===== src/rtl/instr_cache_pkg.sv =====
// ---------------------------------------------------------------------------
// instr_cache_pkg
// Shared definitions for the direct-mapped instruction cache:
//   icache_state_e : refill controller states (IDLE, REFILL, FILL_DONE)
//   INSTR_NOP      : canonical RISC-V nop encoding (addi x0, x0, 0)
// ---------------------------------------------------------------------------
package instr_cache_pkg;

  typedef enum logic [1:0] {
    IDLE      = 2'd0,
    REFILL    = 2'd1,
    FILL_DONE = 2'd2
  } icache_state_e;

  localparam logic [31:0] INSTR_NOP = 32'h0000_0013;

endpackage


===== src/rtl/icache_refill_fsm.sv =====
// ---------------------------------------------------------------------------
// icache_refill_fsm
// Refill controller for the instruction cache. Owns the state register, the
// beat counter, the latched miss line address and the pending-invalidate
// flag, and runs the beat-by-beat handshake with backing memory.
//
// Ports:
//   clk, rst        clock, synchronous active-high reset
//   miss_i          lookup missed (only acted on in IDLE)
//   inv_i           invalidate-all request
//   mem_ready_i     backing memory accepted the current beat
//   line_addr_i     PCF with offset bits cleared
//   state_o         current controller state
//   beat_o          word index of the beat currently being fetched
//   line_addr_o     latched miss line address
//   mem_req_o       beat request to backing memory
//   mem_addr_o      word-aligned address of the requested beat
//   fill_we_o       write the returned beat into the data array
//   fill_done_o     mark the latched line valid and write its tag
//   clear_valid_o   clear every valid bit this edge
// ---------------------------------------------------------------------------
module icache_refill_fsm
  import instr_cache_pkg::*;
#(
  parameter int WIDTH      = 32,
  parameter int LINE_WORDS = 4,
  localparam int OFF_W     = $clog2(LINE_WORDS)
) (
  input  logic               clk,
  input  logic               rst,
  input  logic               miss_i,
  input  logic               inv_i,
  input  logic               mem_ready_i,
  input  logic [WIDTH-1:0]   line_addr_i,
  output icache_state_e      state_o,
  output logic [OFF_W-1:0]   beat_o,
  output logic [WIDTH-1:0]   line_addr_o,
  output logic               mem_req_o,
  output logic [WIDTH-1:0]   mem_addr_o,
  output logic               fill_we_o,
  output logic               fill_done_o,
  output logic               clear_valid_o
);

  localparam logic [OFF_W-1:0] LAST_BEAT = OFF_W'(LINE_WORDS - 1);

  icache_state_e    state_q, state_d;
  logic [OFF_W-1:0] beat_q, beat_d;
  logic [WIDTH-1:0] lineAddr_q, lineAddr_d;
  logic             pendInv_q, pendInv_d;

  // Control state register. The line address is plain datapath and is only
  // meaningful while a refill is in flight, so it carries no reset.
  always_ff @(posedge clk) begin
    if (rst) begin
      state_q   <= IDLE;
      beat_q    <= '0;
      pendInv_q <= 1'b0;
    end else begin
      state_q   <= state_d;
      beat_q    <= beat_d;
      pendInv_q <= pendInv_d;
    end
  end

  always_ff @(posedge clk) begin
    lineAddr_q <= lineAddr_d;
  end

  // Next-state and handshake decode. While reset is asserted every strobe is
  // forced low so an abandoned refill neither requests nor writes anything.
  // An invalidate seen mid-refill is parked in pendInv and applied on the
  // FILL_DONE->IDLE edge, overriding the valid bit set by that same fill.
  // The beat counter holds at the last beat and is only rewound on a new
  // IDLE->REFILL transition.
  always_comb begin
    state_d       = state_q;
    beat_d        = beat_q;
    lineAddr_d    = lineAddr_q;
    pendInv_d     = pendInv_q;
    mem_req_o     = 1'b0;
    fill_we_o     = 1'b0;
    fill_done_o   = 1'b0;
    clear_valid_o = 1'b0;
    if (!rst) begin
      case (state_q)
        IDLE: begin
          pendInv_d = 1'b0;
          if (inv_i) begin
            clear_valid_o = 1'b1;
          end else if (miss_i) begin
            state_d    = REFILL;
            beat_d     = '0;
            lineAddr_d = line_addr_i;
          end
        end
        REFILL: begin
          mem_req_o = 1'b1;
          if (inv_i) begin
            pendInv_d = 1'b1;
          end
          if (mem_ready_i) begin
            fill_we_o = 1'b1;
            if (beat_q == LAST_BEAT) begin
              state_d = FILL_DONE;
            end else begin
              beat_d = beat_q + OFF_W'(1);
            end
          end
        end
        FILL_DONE: begin
          fill_done_o   = 1'b1;
          clear_valid_o = pendInv_q | inv_i;
          pendInv_d     = 1'b0;
          state_d       = IDLE;
        end
        default: begin
          state_d = IDLE;
        end
      endcase
    end
  end

  assign state_o     = state_q;
  assign beat_o      = beat_q;
  assign line_addr_o = lineAddr_q;
  assign mem_addr_o  = lineAddr_q + (WIDTH'(beat_q) << 2);

endmodule


===== src/rtl/instr_cache.sv =====
// ---------------------------------------------------------------------------
// instr_cache
// Direct-mapped, read-only instruction cache with zero-cycle hit latency and
// whole-line refill from a simple ready-handshaked backing memory.
//
// Ports:
//   clk, rst    clock, synchronous active-high reset
//   PCF         fetch address (bits [1:0] ignored)
//   inv         invalidate all lines (fence.i)
//   InstrF      instruction at PCF on a hit, zero otherwise
//   StallF      fetch must hold its PC (InstrF not valid)
//   mem_req     refill beat request
//   mem_addr    word-aligned refill beat address
//   mem_ready   beat accepted, mem_rdata valid this cycle
//   mem_rdata   refill beat data
// ---------------------------------------------------------------------------
module instr_cache
  import instr_cache_pkg::*;
#(
  parameter int WIDTH      = 32,
  parameter int SETS       = 16,
  parameter int LINE_WORDS = 4
) (
  input  logic             clk,
  input  logic             rst,
  input  logic [WIDTH-1:0] PCF,
  input  logic             inv,
  output logic [WIDTH-1:0] InstrF,
  output logic             StallF,
  output logic             mem_req,
  output logic [WIDTH-1:0] mem_addr,
  input  logic             mem_ready,
  input  logic [WIDTH-1:0] mem_rdata
);

  localparam int OFF_W  = $clog2(LINE_WORDS);
  localparam int IDX_W  = $clog2(SETS);
  localparam int IDX_LO = OFF_W + 2;
  localparam int TAG_LO = IDX_LO + IDX_W;
  localparam int TAG_W  = WIDTH - TAG_LO;

  logic [WIDTH-1:0] data_q [SETS][LINE_WORDS];
  logic [TAG_W-1:0] tag_q  [SETS];
  logic [SETS-1:0]  valid_q;

  logic [OFF_W-1:0] pcOff;
  logic [IDX_W-1:0] pcIdx;
  logic [TAG_W-1:0] pcTag;
  logic [WIDTH-1:0] pcLine;
  logic             hit;

  icache_state_e    fsmState;
  logic [OFF_W-1:0] fsmBeat;
  logic [WIDTH-1:0] fsmLine;
  logic             fillWe;
  logic             fillDone;
  logic             clearValid;
  logic [IDX_W-1:0] fillIdx;
  logic [TAG_W-1:0] fillTag;
  logic             unusedBits;

  assign pcOff  = PCF[IDX_LO-1:2];
  assign pcIdx  = PCF[TAG_LO-1:IDX_LO];
  assign pcTag  = PCF[WIDTH-1:TAG_LO];
  assign pcLine = {PCF[WIDTH-1:IDX_LO], {IDX_LO{1'b0}}};

  assign fillIdx = fsmLine[TAG_LO-1:IDX_LO];
  assign fillTag = fsmLine[WIDTH-1:TAG_LO];

  assign unusedBits = ^{PCF[1:0], fsmLine[IDX_LO-1:0]};

  // Lookup is only trusted in IDLE with no reset or invalidate in flight;
  // during reset nothing stalls so the fetch stage sees a clean restart.
  assign hit    = (fsmState == IDLE) && !rst && !inv &&
                  valid_q[pcIdx] && (tag_q[pcIdx] == pcTag);
  assign StallF = !rst && !hit;
  assign InstrF = hit ? data_q[pcIdx][pcOff] : '0;

  icache_refill_fsm #(
    .WIDTH      (WIDTH),
    .LINE_WORDS (LINE_WORDS)
  ) u_refill (
    .clk           (clk),
    .rst           (rst),
    .miss_i        (!hit),
    .inv_i         (inv),
    .mem_ready_i   (mem_ready),
    .line_addr_i   (pcLine),
    .state_o       (fsmState),
    .beat_o        (fsmBeat),
    .line_addr_o   (fsmLine),
    .mem_req_o     (mem_req),
    .mem_addr_o    (mem_addr),
    .fill_we_o     (fillWe),
    .fill_done_o   (fillDone),
    .clear_valid_o (clearValid)
  );

  // Valid bits: the invalidate clear takes priority over the fill completing
  // in the same cycle, which is how a fill raced by fence.i ends invalid.
  always_ff @(posedge clk) begin
    if (rst) begin
      valid_q <= '0;
    end else if (clearValid) begin
      valid_q <= '0;
    end else if (fillDone) begin
      valid_q[fillIdx] <= 1'b1;
    end
  end

  // Tag and data storage have no reset; they are qualified by valid_q.
  always_ff @(posedge clk) begin
    if (fillDone) begin
      tag_q[fillIdx] <= fillTag;
    end
    if (fillWe) begin
      data_q[fillIdx][fsmBeat] <= mem_rdata;
    end
  end

endmodule

===== config.mk =====
export PLATFORM = sky130hd
export DESIGN_NAME = instr_cache
export DESIGN_NICKNAME = d
export VERILOG_FILES = /design/src/rtl/instr_cache_pkg.sv /design/src/rtl/icache_refill_fsm.sv /design/src/rtl/instr_cache.sv
export SDC_FILE = /design/constraint.sdc
export NUM_CORES = 2
export LEC_CHECK = 0
export BUFFER_PORTS_ARGS = -buffer_cell sky130_fd_sc_hd__buf_2
export CAP_MARGIN = 20
export CORE_AREA = 2 2 341 512
export DETAILED_ROUTE_END_ITERATION = 16
export DIE_AREA = 0 0 343 514
export GPL_TIMING_DRIVEN = 0
export PLACE_DENSITY = 0.75
export RECOVER_POWER = 100
export SKIP_LAST_GASP = 1
export SLEW_MARGIN = 20
export SYNTH_ARGS = -nofsm -noshare
export SYNTH_HDL_FRONTEND = slang
export SYNTH_HIERARCHICAL = 1
export SYNTH_SLANG_ARGS = --single-unit
export TNS_END_PERCENT = 1

===== constraint.sdc =====
create_clock -name clk -period 5.87 [get_ports clk]
set_input_delay 0 -clock clk [delete_from_list [all_inputs] [get_ports clk]]
set_output_delay 0 -clock clk [all_outputs]
set_load 0.1 [all_outputs]

==> results.py <==
metrics = {
    "timing": {
        "rsz0062_at_grt": "true",
        "skew_ns": 0.0291,
        "layout_min_cycle_time_ns": 6.11,
        "finalSetupViolations": 6,
        "fin_crit_sh": 1.04,
        "fmax_mhz": 164,
        "finalHoldViolCount": 0,
        "slew_headroom": -1.13,
        "max_slew.worst_pin.slew_ns": 3.20,
        "setup_ws_ns": -0.244,
        "slew_violations": 3595,
    },
    "floorplanning": {
        "fp.dieW_um": 343,
        "start_util": 0.557,
        "die_area_um2": 176000,
        "die_h_um": 514,
        "io_pins": 134,
        "rows": 187,
        "fp.coreArea_um2": 172000,
    },
    "route": {
        "wl_um": 281000,
        "drc": 0,
        "dr.pass1.iters": 6,
        "wire_per_inst_um": 40.4,
        "vias_per_cell": 6.94,
        "dr.first_iter.drc_count": 6955,
        "vias": 48200,
        "postRouteAntennaNets": 0,
    },
    "power_and_ir_drop": {
        "ir_drop_v": 0.000360,
        "p_leak_nw": 33.0,
        "p_total_w": 0.0349,
        "power.density_nw_per_um2": 325,
    },
    "grt": {
        "antenna_found_initial": 17,
        "gr-total-overflow": 0,
        "grt_pass1_vias": 49700,
        "grt_max_degree": 65,
        "grt_pass1_wl_um": 387000,
        "grtUsageTotal": 0.323,
    },
    "finish": {
        "drive_above_1_share": 0.276,
        "final_common_cell": "edfxtp_1",
        "fin_nets": 4563,
        "final_cell_mix": "edfxtp_1, mux4_2, clkbuf_1",
        "fin_cells": 6942,
        "fill_cells": 11100,
        "area_growth_pct": 11.7,
    },
    "cts": {
        "cts_num_sinks": 2485,
        "cts_setup_buffers": 0,
        "cts_buffer_depth": 3,
        "cts_made_buffers": 202,
        "worstSkewPairLatency_ns": 0.88,
        "htreeDepth": 4,
        "cts_tree": "yes",
        "root_buffer": "clkbuf_16",
        "clk_pin_slew_ns": 0.07,
    },
    "setup_path": {
        "reg2regPathDepth": 10,
        "startpoint": "PCF[5]",
        "regToRegStartpoint": "u_refill/state_o[0]$_SDFFE_PP0P_",
        "start_kind": "input port",
        "reg2reg_to": "data_q[15][106]$_DFFE_PP_",
        "regToRegSetupSlack_ns": 0,
        "cp.required_ns": 5.87,
        "crit_type": "in -> out",
        "worstPathArrival_ns": 6.11,
        "crit_end": "InstrF[13]",
        "crit_fanout": 10,
        "endpoint_kind": "primary output",
    },
    "yosys": {
        "synth.cell_area_um2": 95900,
        "syn_area_per_cell_um2": 24.3,
        "ys_types": 65,
        "synth-seq-area-share": 0.776,
        "synth_edf_count": 2464,
        "synth_seq_cells": 2485,
        "async_flop_share": 0,
        "ys_warn_count": 6,
        "syn_inst": 3941,
        "ys.flop_type": "edfxtp_1",
    },
    "placement": {
        "io_buffers": 129,
        "gp_congestion": 0.873,
        "dpl.hpwl_um": 175000,
        "dpl.cell_count": 6459,
    },
    "outcome": {
        "violations": "max-capacitance violations, max-slew violations, negative setup slack",
        "outcome": "finished with violations",
    },
    "hold_path": {
        "hold_class": "in -> reg",
    },
    "run": {
        "maxCapViolCount": 131,
    },
}
## per-stage QoR
stage | utilization | setup TNS [ns] | setup WS [ns] | hold WS, ns | area (um^2)
4_1_cts | 0.639 | 0 | 0.305 | 0.0263 | 110000
2_1_floorplan | - | 0 | 0.269 | 0.0989 | 95900
6_report | 0.622 | -0.691 | -0.244 | 0.0529 | 107000
5_1_grt | 0.622 | -0.117 | -0.0377 | 0.0544 | 107000
3_5_place_dp | 0.597 | 0 | 0.354 | 0.195 | 103000
3_3_place_gp | 0.577 | -127.43 | -3.90 | 0.192 | 99400
## how the worst min path moves through the flow
stage / start / to / slack, ns / cells past startpoint
after floorplan: mem_rdata[0] / data_q[0][0]$_DFFE_PP_ / 0.1 / 0
after global placement: PCF[7] / u_refill/line_addr_o[7]$_DFFE_PP_ / 0.19 / 1
after detailed placement: PCF[7] / u_refill/line_addr_o[7]$_DFFE_PP_ / 0.19 / 1
after CTS: inv / u_refill/pendInv_q$_SDFFE_PP0P_ / 0.03 / 4
after global routing: inv / u_refill/pendInv_q$_SDFFE_PP0P_ / 0.05 / 4
final: inv / u_refill/pendInv_q$_SDFFE_PP0P_ / 0.05 / 4
## layer usage
| layer | up-vias | track usage | share of wire |
|---|---|---|---|
| li1 | 18100 | - | - |
| met2 | 4044 | 0.521 | 0.49 |
| met3 | 1099 | 0.0760 | 0.11 |
| met5 | - | 0 | 0.00015 |
| met1 | 25000 | 0.368 | 0.30 |
| met4 | 8 | 0.267 | 0.10 |
## critical path: stages
cell and delay (ns):
dlygate4sd3_1 0.52, buf_2 0.13, buf_6 0.14, buf_12 0.18
buf_2 0.45, buf_2 0.80, buf_2 0.73, mux2i_1 0.29
xor2_1 0.16, nand3_1 0.21, a2111o_1 0.79, a2111oi_1 1.05
buf_2 0.59
## registers in the layout, indices dropped and copies added, names as in the netlist
name	count
valid_q	16
tag_q	384
data_q	2048
u_refill/state_o	2
u_refill/pendInv_q	1
u_refill/line_addr_o	32
u_refill/beat_o	2
## final cells by class
| class | count | area, um^2 | share of cell area |
|---|---|---|---|
| inverters | 9 | 33.8 | 0.000315 |
| clock buffers | 243 | 5240 | 0.0489 |
| multi-input cells | 1244 | 20400 | 0.191 |
| clock inverters | 133 | 1140 | 0.0106 |
| well taps | 2268 | 2840 | 0.0265 |
| plain buffers | 206 | 1060 | 0.00989 |
| repair buffers | 343 | 1990 | 0.0186 |
| flip-flops and latches | 2485 | 74400 | 0.694 |
| diodes | 11 | 27.5 | 0.000257 |
## kinds of logic after synthesis
| family | after synthesis | share of synthesized area |
|---|---|---|
| multiplexers | 832 | 0.185 |
| XOR/XNOR | 52 | 0.00475 |
| AO/OA/AOI/OAI | 59 | 0.00506 |
| AND/OR/NAND/NOR | 293 | 0.0179 |
| adder cells (fa/ha/maj) | 4 | 0.000600 |
| other | 1 | 0.0000391 |
| flip-flops | 2485 | 0.776 |
| buffers and inverters | 215 | 0.0111 |
## cell usage after synthesis (4+ instances only)
library cell  number  share of area
and4_1             5        0.00046
clkbuf_1          71         0.0028
nor3b_2           28         0.0037
and3_1             5        0.00033
nand4_1           14        0.00091
a211oi_1           6        0.00047
nand2b_1           5        0.00033
xnor2_1           41         0.0037
nand3b_1           5        0.00039
dfxtp_1           21         0.0044
buf_4             19         0.0015
nand4b_1           7        0.00064
xor2_1            11         0.0010
buf_1             21        0.00082
a22oi_1           12        0.00094
nand2_1           34         0.0013
buf_2             86         0.0045
nor3_1             8        0.00042
nor2_1           118         0.0046
buf_6              6        0.00070
nor2b_1           17         0.0011
edfxtp_1        2464           0.77
mux4_2           749           0.18
a31oi_1            4        0.00026
o21ba_2            6        0.00063
nand3_1           25         0.0013
a21oi_1            4        0.00021
mux2_2             5        0.00059
inv_1              9        0.00035
mux2i_1           77         0.0080
## timing repair
item	CTS	global route
resized for setup	0	1
hold endpoints to repair	1994	0
setup endpoints to repair	0	6
hold buffers	94	0
## report_power, final
part           internal (W)  switching, W
sequential           0.0195     0.0000515
clock               0.00706       0.00628
combinational      0.000715       0.00124
total                0.0273       0.00757
Note: power is estimated with default switching activity, not from simulation.
